File: src/rtl/serial_mult_pkg.sv
// Shared definitions for the serial multiplier arbiter: FSM state encoding
// and the default operand width / requester count.
package serial_mult_pkg;

    localparam int WL_DEFAULT   = 4;
    localparam int NREQ_DEFAULT = 4;

    typedef enum logic [2:0] {
        IDLE,
        LOAD,
        RUN,
        CAPTURE,
        RESP
    } state_e;

endpackage

File: src/rtl/serial_mult_arbiter_rr.sv
// Round-robin grant selection: searches upward from the requester after
// last_grant and returns the first active request as one-hot plus index.
module rr_arbiter #(
    parameter int NREQ = 4,
    parameter int IW   = (NREQ > 1) ? $clog2(NREQ) : 1
) (
    input  logic [NREQ-1:0] req,
    input  logic [IW-1:0]   last_grant,
    output logic [NREQ-1:0] grant,
    output logic [IW-1:0]   grant_idx
);

    // Walk from the farthest candidate to the nearest so the nearest active
    // requester overwrites any earlier match.
    always_comb begin
        int cand;
        cand      = 0;
        grant     = '0;
        grant_idx = '0;
        for (int i = NREQ; i >= 1; i--) begin
            cand = int'(last_grant) + i;
            if (cand >= NREQ) begin
                cand = cand - NREQ;
            end
            if (req[IW'(cand)]) begin
                grant            = '0;
                grant[IW'(cand)] = 1'b1;
                grant_idx        = IW'(cand);
            end
        end
    end

endmodule

File: src/rtl/serial_mult_arbiter.sv
// Shares one external shift-add multiplier among NREQ requesters: grants
// round-robin, drives a LOAD strobe, waits WL cycles, then holds the product.
module serial_mult_arbiter
    import serial_mult_pkg::*;
#(
    parameter int WL   = WL_DEFAULT,
    parameter int NREQ = NREQ_DEFAULT
) (
    input  logic               CLK,
    input  logic               RST,
    input  logic [NREQ-1:0]    req_valid,
    output logic [NREQ-1:0]    req_ready,
    input  logic [NREQ*WL-1:0] req_a,
    input  logic [NREQ*WL-1:0] req_b,
    output logic [NREQ-1:0]    rsp_valid,
    input  logic [NREQ-1:0]    rsp_ready,
    output logic [2*WL-1:0]    rsp_data,
    output logic               mul_load,
    output logic [2*WL-1:0]    mul_a,
    output logic [2*WL-1:0]    mul_b,
    input  logic [2*WL-1:0]    mul_result,
    output logic               busy
);

    localparam int IW = (NREQ > 1) ? $clog2(NREQ) : 1;
    localparam int CW = (WL > 1) ? $clog2(WL) : 1;

    state_e            state_q, state_d;
    logic [CW-1:0]     cnt_q, cnt_d;
    logic [IW-1:0]     owner_q, owner_d;
    logic [IW-1:0]     last_grant_q, last_grant_d;
    logic [2*WL-1:0]   mul_a_q, mul_a_d;
    logic [2*WL-1:0]   mul_b_q, mul_b_d;
    logic              mul_load_q, mul_load_d;
    logic [NREQ-1:0]   rsp_valid_q, rsp_valid_d;
    logic [2*WL-1:0]   rsp_data_q, rsp_data_d;

    logic [NREQ-1:0]   arb_grant;
    logic [IW-1:0]     arb_idx;

    rr_arbiter #(
        .NREQ (NREQ),
        .IW   (IW)
    ) u_rr_arbiter (
        .req        (req_valid),
        .last_grant (last_grant_q),
        .grant      (arb_grant),
        .grant_idx  (arb_idx)
    );

    always_comb begin
        state_d      = state_q;
        cnt_d        = cnt_q;
        owner_d      = owner_q;
        last_grant_d = last_grant_q;
        mul_a_d      = mul_a_q;
        mul_b_d      = mul_b_q;
        mul_load_d   = 1'b0;
        rsp_valid_d  = rsp_valid_q;
        rsp_data_d   = rsp_data_q;
        case (state_q)
            IDLE: begin
                if (|req_valid) begin
                    state_d    = LOAD;
                    owner_d    = arb_idx;
                    mul_a_d    = {{WL{1'b0}}, req_a[arb_idx*WL +: WL]};
                    mul_b_d    = {{WL{1'b0}}, req_b[arb_idx*WL +: WL]};
                    mul_load_d = 1'b1;
                    cnt_d      = '0;
                end
            end
            LOAD: begin
                state_d = RUN;
                cnt_d   = '0;
            end
            RUN: begin
                cnt_d = cnt_q + 1'b1;
                if (cnt_q == CW'(WL - 1)) begin
                    state_d = CAPTURE;
                end
            end
            CAPTURE: begin
                rsp_data_d           = mul_result;
                rsp_valid_d          = '0;
                rsp_valid_d[owner_q] = 1'b1;
                state_d              = RESP;
            end
            RESP: begin
                // Only the owning requester's ready completes the handshake.
                if (rsp_ready[owner_q]) begin
                    rsp_valid_d  = '0;
                    last_grant_d = owner_q;
                    state_d      = IDLE;
                end
            end
            default: begin
                state_d = IDLE;
            end
        endcase
    end

    always_ff @(posedge CLK or negedge RST) begin
        if (!RST) begin
            state_q      <= IDLE;
            cnt_q        <= '0;
            owner_q      <= '0;
            last_grant_q <= IW'(NREQ - 1);
            mul_a_q      <= '0;
            mul_b_q      <= '0;
            mul_load_q   <= 1'b0;
            rsp_valid_q  <= '0;
            rsp_data_q   <= '0;
        end else begin
            state_q      <= state_d;
            cnt_q        <= cnt_d;
            owner_q      <= owner_d;
            last_grant_q <= last_grant_d;
            mul_a_q      <= mul_a_d;
            mul_b_q      <= mul_b_d;
            mul_load_q   <= mul_load_d;
            rsp_valid_q  <= rsp_valid_d;
            rsp_data_q   <= rsp_data_d;
        end
    end

    // The accept pulse is combinational so a grant is possible in the very
    // first IDLE cycle; it is masked while reset is held.
    assign req_ready = (state_q == IDLE && RST) ? arb_grant : '0;
    assign rsp_valid = rsp_valid_q;
    assign rsp_data  = rsp_data_q;
    assign mul_load  = mul_load_q;
    assign mul_a     = mul_a_q;
    assign mul_b     = mul_b_q;
    assign busy      = (state_q != IDLE);

endmodule
File: config.mk
export PLATFORM = sky130hd
export DESIGN_NAME = serial_mult_arbiter
export DESIGN_NICKNAME = d
export VERILOG_FILES = /design/src/rtl/serial_mult_pkg.sv /design/src/rtl/serial_mult_arbiter_rr.sv /design/src/rtl/serial_mult_arbiter.sv
export SDC_FILE = /design/constraint.sdc
export NUM_CORES = 1
export LEC_CHECK = 0
export CAP_MARGIN = 20
export CORE_MARGIN = 10
export CORE_UTILIZATION = 46
export DETAILED_ROUTE_END_ITERATION = 12
export PLACE_DENSITY_LB_ADDON = 0.08
export SLEW_MARGIN = 5
export SYNTH_ARGS = -nofsm -noshare
export SYNTH_HDL_FRONTEND = slang
export SYNTH_SLANG_ARGS = --single-unit
export TNS_END_PERCENT = 1
File: constraint.sdc
create_clock -name CLK -period 9.6 [get_ports CLK]
set_input_delay 2.4 -clock CLK [delete_from_list [all_inputs] [get_ports CLK]]
set_output_delay 2.4 -clock CLK [all_outputs]
set_load 0.02 [all_outputs]
## Word level (Yosys, flattened, before mapping)

Cells that the tools add are included.

| word-level totals | value |
|---|---|
| register bits after elaboration | 30 |
| bits of input ports | 50 |
| output and inout port bits | 34 |
| logic and storage cells | 105 |

| cells by class | value |
|---|---|
| $add $sub $neg | 9 |
| magnitude comparators | 14 |
| equal/unequal tests | 8 |
| shift-type cells | 2 |
| multiplexer cells | 47 |
| reduce and logical (&&, ||, !) cells | 16 |

Operators with widths:

| operator | count |
|---|---|
| $shiftx 16x5->4 | 2 |
| $mux 4 | 6 |
| $mux 2 | 9 |
| $lt 2x4->1 const B | 4 |
| $mux 1 | 16 |
| $pmux 3 s5 | 1 |
| $bmux 1 s2 | 5 |
| $demux 1 s2 | 5 |
| $ge 2x1->1 const B | 5 |
| $ge 3x3->1 const B | 3 |
| $mux 3 | 3 |
| $pmux 4 s2 | 1 |
| $reduce_and 2->1 | 4 |
| $sub 2x1->2 const B | 4 |
| $add 2x2->3 const B | 2 |
| $eq 3x2->1 const B | 2 |
| $logic_and 1x1->1 | 6 |
| $ne 2x2->1 const B | 3 |
| $pmux 2 s3 | 1 |
| $reduce_bool 3->1 | 2 |
| $add 2x3->4 const B | 1 |
| $ge 4x3->1 const B | 1 |
| $reduce_or 4->1 | 1 |
| $add 2x1->3 const B | 1 |
| 8 further kinds | 8 |

## Depth between registers and ports, before layout

| logic depth | value |
|---|---|
| depth in word-level cells | 12 |
| depth in mapped cells | 12 |
| gate-level depth less buffers | 8 |

## By module

Synthesis repeated with hierarchy kept, for this count alone.

| second synthesis, totals | value |
|---|---|
| cells, all modules | 198 |
| area, all modules | 2118.3 sq um |

By module, submodules not included:

| module | instances | cells each | area each (sq um) | sequential area each (sq um) |
|---|---|---|---|---|
| serial_mult_arbiter | 1 | 134 | 1580.3 | 753.2 |
| rr_arbiter | 1 | 64 | 538.0 | 0.0 |

## Worst setup path after synthesis

OpenSTA, ideal clock, no wires.

| path | value |
|---|---|
| kind | input port to output port |
| start | input req_valid[2] |
| end | output req_ready[3] |
| arrival time | 3841 ps |
| data required time | 7200 ps |
| slack | 3359 ps |
| cell stages on the path | 7 |
| cell sequence | buf_2 -> mux4_2 -> inv_1 -> a41oi_1 -> nor2_1 -> nor2_1 -> nor2_1 |

| on the way | value |
|---|---|
| word-level cells in the longest chain between the ends | 8 |

Ends and longest elaborated chain:

| what | RTL line | RTL |
|---|---|---|
| start: declaration | serial_mult_arbiter.sv:11 | `input logic [NREQ-1:0] req_valid,` |
| $bmux 1 s2 | serial_mult_arbiter_rr.sv:25 | `if (req[IW'(cand)]) begin` |
| $mux 1 (implied by the code) (2 in series) | serial_mult_arbiter_rr.sv:25 |  |
| $mux 4 (3 in series) | serial_mult_arbiter_rr.sv:25 |  |
| $mux 4 * | serial_mult_arbiter_rr.sv:25 |  |
| $mux 4 * | serial_mult_arbiter.sv:128 | `assign req_ready = (state_q == IDLE && RST) ? arb_grant : '0;` |
| end: declaration | serial_mult_arbiter.sv:12 | `output logic [NREQ-1:0] req_ready,` |

Every way passes the cells marked *; elsewhere a longest branch is shown, timed or not. The select of a mux whose other input is x is not followed.

## Worst setup path in the final report

| path | value |
|---|---|
| start | input req_valid[0] |
| end | output req_ready[3] |

Same word-level chain as after synthesis.

==> impl_metrics.env <==
export IMPL_final_period_utilization_pct=77.3
export IMPL_overflow=0
export IMPL_rsz0062_at_grt="no"
export IMPL_pwr_share_seq_pct=23.8
export IMPL_leakage_nw=1.28
export IMPL_cp_end_kind="primary output"
export IMPL_antenna_cells=0
export IMPL_clk_latency_ns=0.28
export IMPL_outcome="complete, no violations"
export IMPL_wire_per_inst_um=17.1
export IMPL_worstSetupPathType="input port to primary output"
export IMPL_pwr_share_comb_pct=65.5
export IMPL_yosysUniqueCellTypes=58
export IMPL_p_sw_share_pct=46.5
export IMPL_clock_skew_ns=0.00269
export IMPL_switchingPower_uw=520
export IMPL_row_count=26
export IMPL_power_mw=1.12
export IMPL_nFillCells=457
export IMPL_finalSetupViolCount=0
export IMPL_via_count=2127
export IMPL_synthesis_area_um2=2400
export IMPL_fin_hold_ws_ns=0.509
export IMPL_cp_arrival_ns=5.02
export IMPL_cp_startpoint="req_valid[0]"
export IMPL_hold_violations=0
export IMPL_yosysSeqAreaShare_pct=31.4
export IMPL_cp_slowest_stage_delay_ns=0.63
export IMPL_critPathLaunchType="input port"
export IMPL_slew_violations=0
export IMPL_relSlewSlack_pct=49.5
export IMPL_firstDrtPassIters=4
export IMPL_die_area_um2=8510
export IMPL_post_synth_cell_area_avg_um2=9.49
export IMPL_worstPathCellList="clkdlybuf4s50_1, mux4_2, nor2b_4, a21oi_1, nor4_1, nor2_1, nor2_1, clkdlybuf4s50_1"
export IMPL_hp_class="flip-flop to flip-flop"
export IMPL_cts_buffers=5
export IMPL_period_minus_slack_ns=7.42
export IMPL_first_iter_violations=111
export IMPL_synthArstFlopShare_pct=100
export IMPL_dieWidth_um=92.2
export IMPL_dp_cells=381
export IMPL_placeableCoreArea_um2=5070
export IMPL_htreeDepth=2
export IMPL_grtUsageTotal_pct=15.5
export IMPL_clock_sinks=30
export IMPL_powerDensity_nw_per_um2=347
export IMPL_cap_violations=0
export IMPL_max_freq_mhz=135
export IMPL_intPower_uw=599
export IMPL_grt_start_max_net_pins=32
export IMPL_synth_edf_count=0
export IMPL_cts_buffer_depth=2
export IMPL_power_frac_clock_pct=10.7
export IMPL_path_clk_slew_ns=0.06
export IMPL_cts_hold_buf=0
export IMPL_crit_slowest_cell="clkdlybuf4s50_1"
export IMPL_instances_no_fill=389
export IMPL_synthFlopType="dfrtp_1"
export IMPL_start_util_pct=47.3
export IMPL_dp_hpwl_mm=5.07
export IMPL_synthToLayoutAreaGrowth_pct=34.4
export IMPL_antenna_found_initial=0
export IMPL_min_from="rsp_data[7]$_DFFE_PN0P_"
export IMPL_ys_ff_latch=30
export IMPL_register_area_um2=753
export IMPL_cts_root_buf="clkbuf_8"
export IMPL_critPathMaxFanout=12
export IMPL_reg2reg_from="last_grant_q[0]$_DFFE_PN1P_"
export IMPL_ioPinCount=84
export IMPL_tightest_slew_ns=0.757
export IMPL_ant_nets=0
export IMPL_yosysWarningCount=0
export IMPL_io_buffers=75
export IMPL_remaining_drc_errors=0
export IMPL_post_cts_buffers=0
export IMPL_vias_per_cell=5.47
export IMPL_drive_gt1_share_pct=16.3
export IMPL_syn_inst=253
export IMPL_worstPathRequired_ns=7.20
export IMPL_nets=376
export IMPL_grt_pass1_vias=2173
export IMPL_cts_resized=0
export IMPL_fin_tns_setup_ns=0
export IMPL_max_vdd_ir_drop_uv=186
export IMPL_die_h_um=92.2
export IMPL_drt_total_wl_mm=6.67
export IMPL_multi_input_area_um2=1450
export IMPL_tritoncts="built"
export IMPL_gp_congestion=0.827
export IMPL_grt_pass1_wl_mm=10.9
[cells in the mapped netlist, types with 3 or more instances]
master | count | share of area [%]
mux2_2 | 9 | 4.2
buf_6 | 3 | 1.4
a211oi_1 | 7 | 2.2
clkbuf_1 | 6 | 0.94
buf_2 | 8 | 1.7
and2_1 | 3 | 0.78
mux2i_1 | 4 | 1.7
buf_4 | 8 | 2.5
a21oi_1 | 8 | 1.7
nor2b_1 | 3 | 0.78
dfrtp_1 | 28 | 29
nand2_1 | 25 | 3.9
nor2_1 | 21 | 3.3
o21ai_1 | 3 | 0.63
a2111oi_2 | 7 | 4.4
inv_1 | 16 | 2.5
nor3_2 | 7 | 2.9
nor3_1 | 3 | 0.63
a21boi_0 | 9 | 2.8
o21a_1 | 3 | 0.94
mux4_2 | 5 | 4.7
ha_1 | 8 | 4.2
o32ai_1 | 5 | 1.8
o21ai_0 | 11 | 2.3
[area by class of cell]
cell class	instances	share of cell area, %
inverter	18	2.09
multi-input combinational	187	44.9
sequential	30	23.4
tap	70	2.72
timing repair buffer	76	23.5
clock buffer	8	3.41
[worst max-delay path: cells and delay by family]
family / cells / cell delay, ns
AO/OA/AOI/OAI: 1 / 0.10
AND/OR/NAND/NOR: 4 / 0.65
multiplexers: 1 / 0.63
buffers and inverters: 2 / 1.24
[sequential cells by signal, summed over array words and instances (netlist names)]
name / count
cnt_q: 2
rsp_valid: 4
owner_q: 2
mul_load: 1
mul_a: 4
rsp_data: 8
last_grant_q: 2
state_q: 3
mul_b: 4
[worst paths after layout]
check / to / slack [ns] / cells past startpoint
worst max-delay path: req_ready[3] / 2.18 / 8
worst min-delay path: rsp_data[7]$_DFFE_PN0P_ / 0.51 / 1
worst max register to register: mul_a[3]$_DFFE_PN0P_ / 6.24 / 8
worst min register to register: rsp_data[7]$_DFFE_PN0P_ / 0.51 / 1
max in group asynchronous: last_grant_q[0]$_DFFE_PN1P_ / 6.76 / 2
min in group asynchronous: rsp_data[2]$_DFFE_PN0P_ / 2.51 / 2
[cells in the final DEF (no fill, tap or decap), drive strengths merged, types with 3 or more instances in the layout]
master,synthesis,layout
o32ai,5,5
nor3,10,10
and2,4,4
mux4,5,5
a21boi,9,9
conb,1,8
ha,8,8
a2111oi,7,7
o21a,3,3
a211oi,7,7
nand2,25,25
inv,18,18
dfrtp,28,28
mux2,10,10
o21ai,14,14
clkbuf,6,8
nor2b,5,5
nor2,23,23
mux2i,5,5
a21oi,9,9
clkdlybuf4s50,0,75
[power groups by stage]
stage                     clock network (mW)  logic, mW  registers [mW]
after floorplan                            0      0.510           0.283
after CTS                              0.124      0.739           0.267
after global placement                     0      0.730           0.266
after global routing                   0.130      0.803           0.277
after detailed placement                   0      0.735           0.268
final                                  0.120      0.733           0.266
[cells by family after synthesis]
| logic type | synth area share, % |
|---|---|
| AND/OR/NAND/NOR | 16.9 |
| flip-flops | 31.4 |
| adder cells (fa/ha/maj) | 4.17 |
| XOR/XNOR | 0.365 |
| AO/OA/AOI/OAI | 25.9 |
| multiplexers | 11.8 |
| buffers and inverters | 9.33 |
| other | 0.156 |
[per-stage QoR]
stage	instance area, um^2	worst slack [ns]	utilization, %
2_1_floorplan	2430	3.36	-
3_3_place_gp	3120	2.25	61.4
3_5_place_dp	3120	2.22	61.4
4_1_cts	3230	2.21	63.6
5_1_grt	3230	2.04	63.6
6_report	3230	2.18	63.6
[per-layer routing]
metal | share of wire, % | GRT usage (%) | up-vias
met1 | 41 | 17.5 | 1015
met3 | 9.0 | 6.44 | 8
li1 | - | - | 1029
met4 | 1.2 | 4.88 | 0
met5 | 0 | 0 | -
met2 | 49 | 26.1 | 75
(Power assumes the default switching activity.)
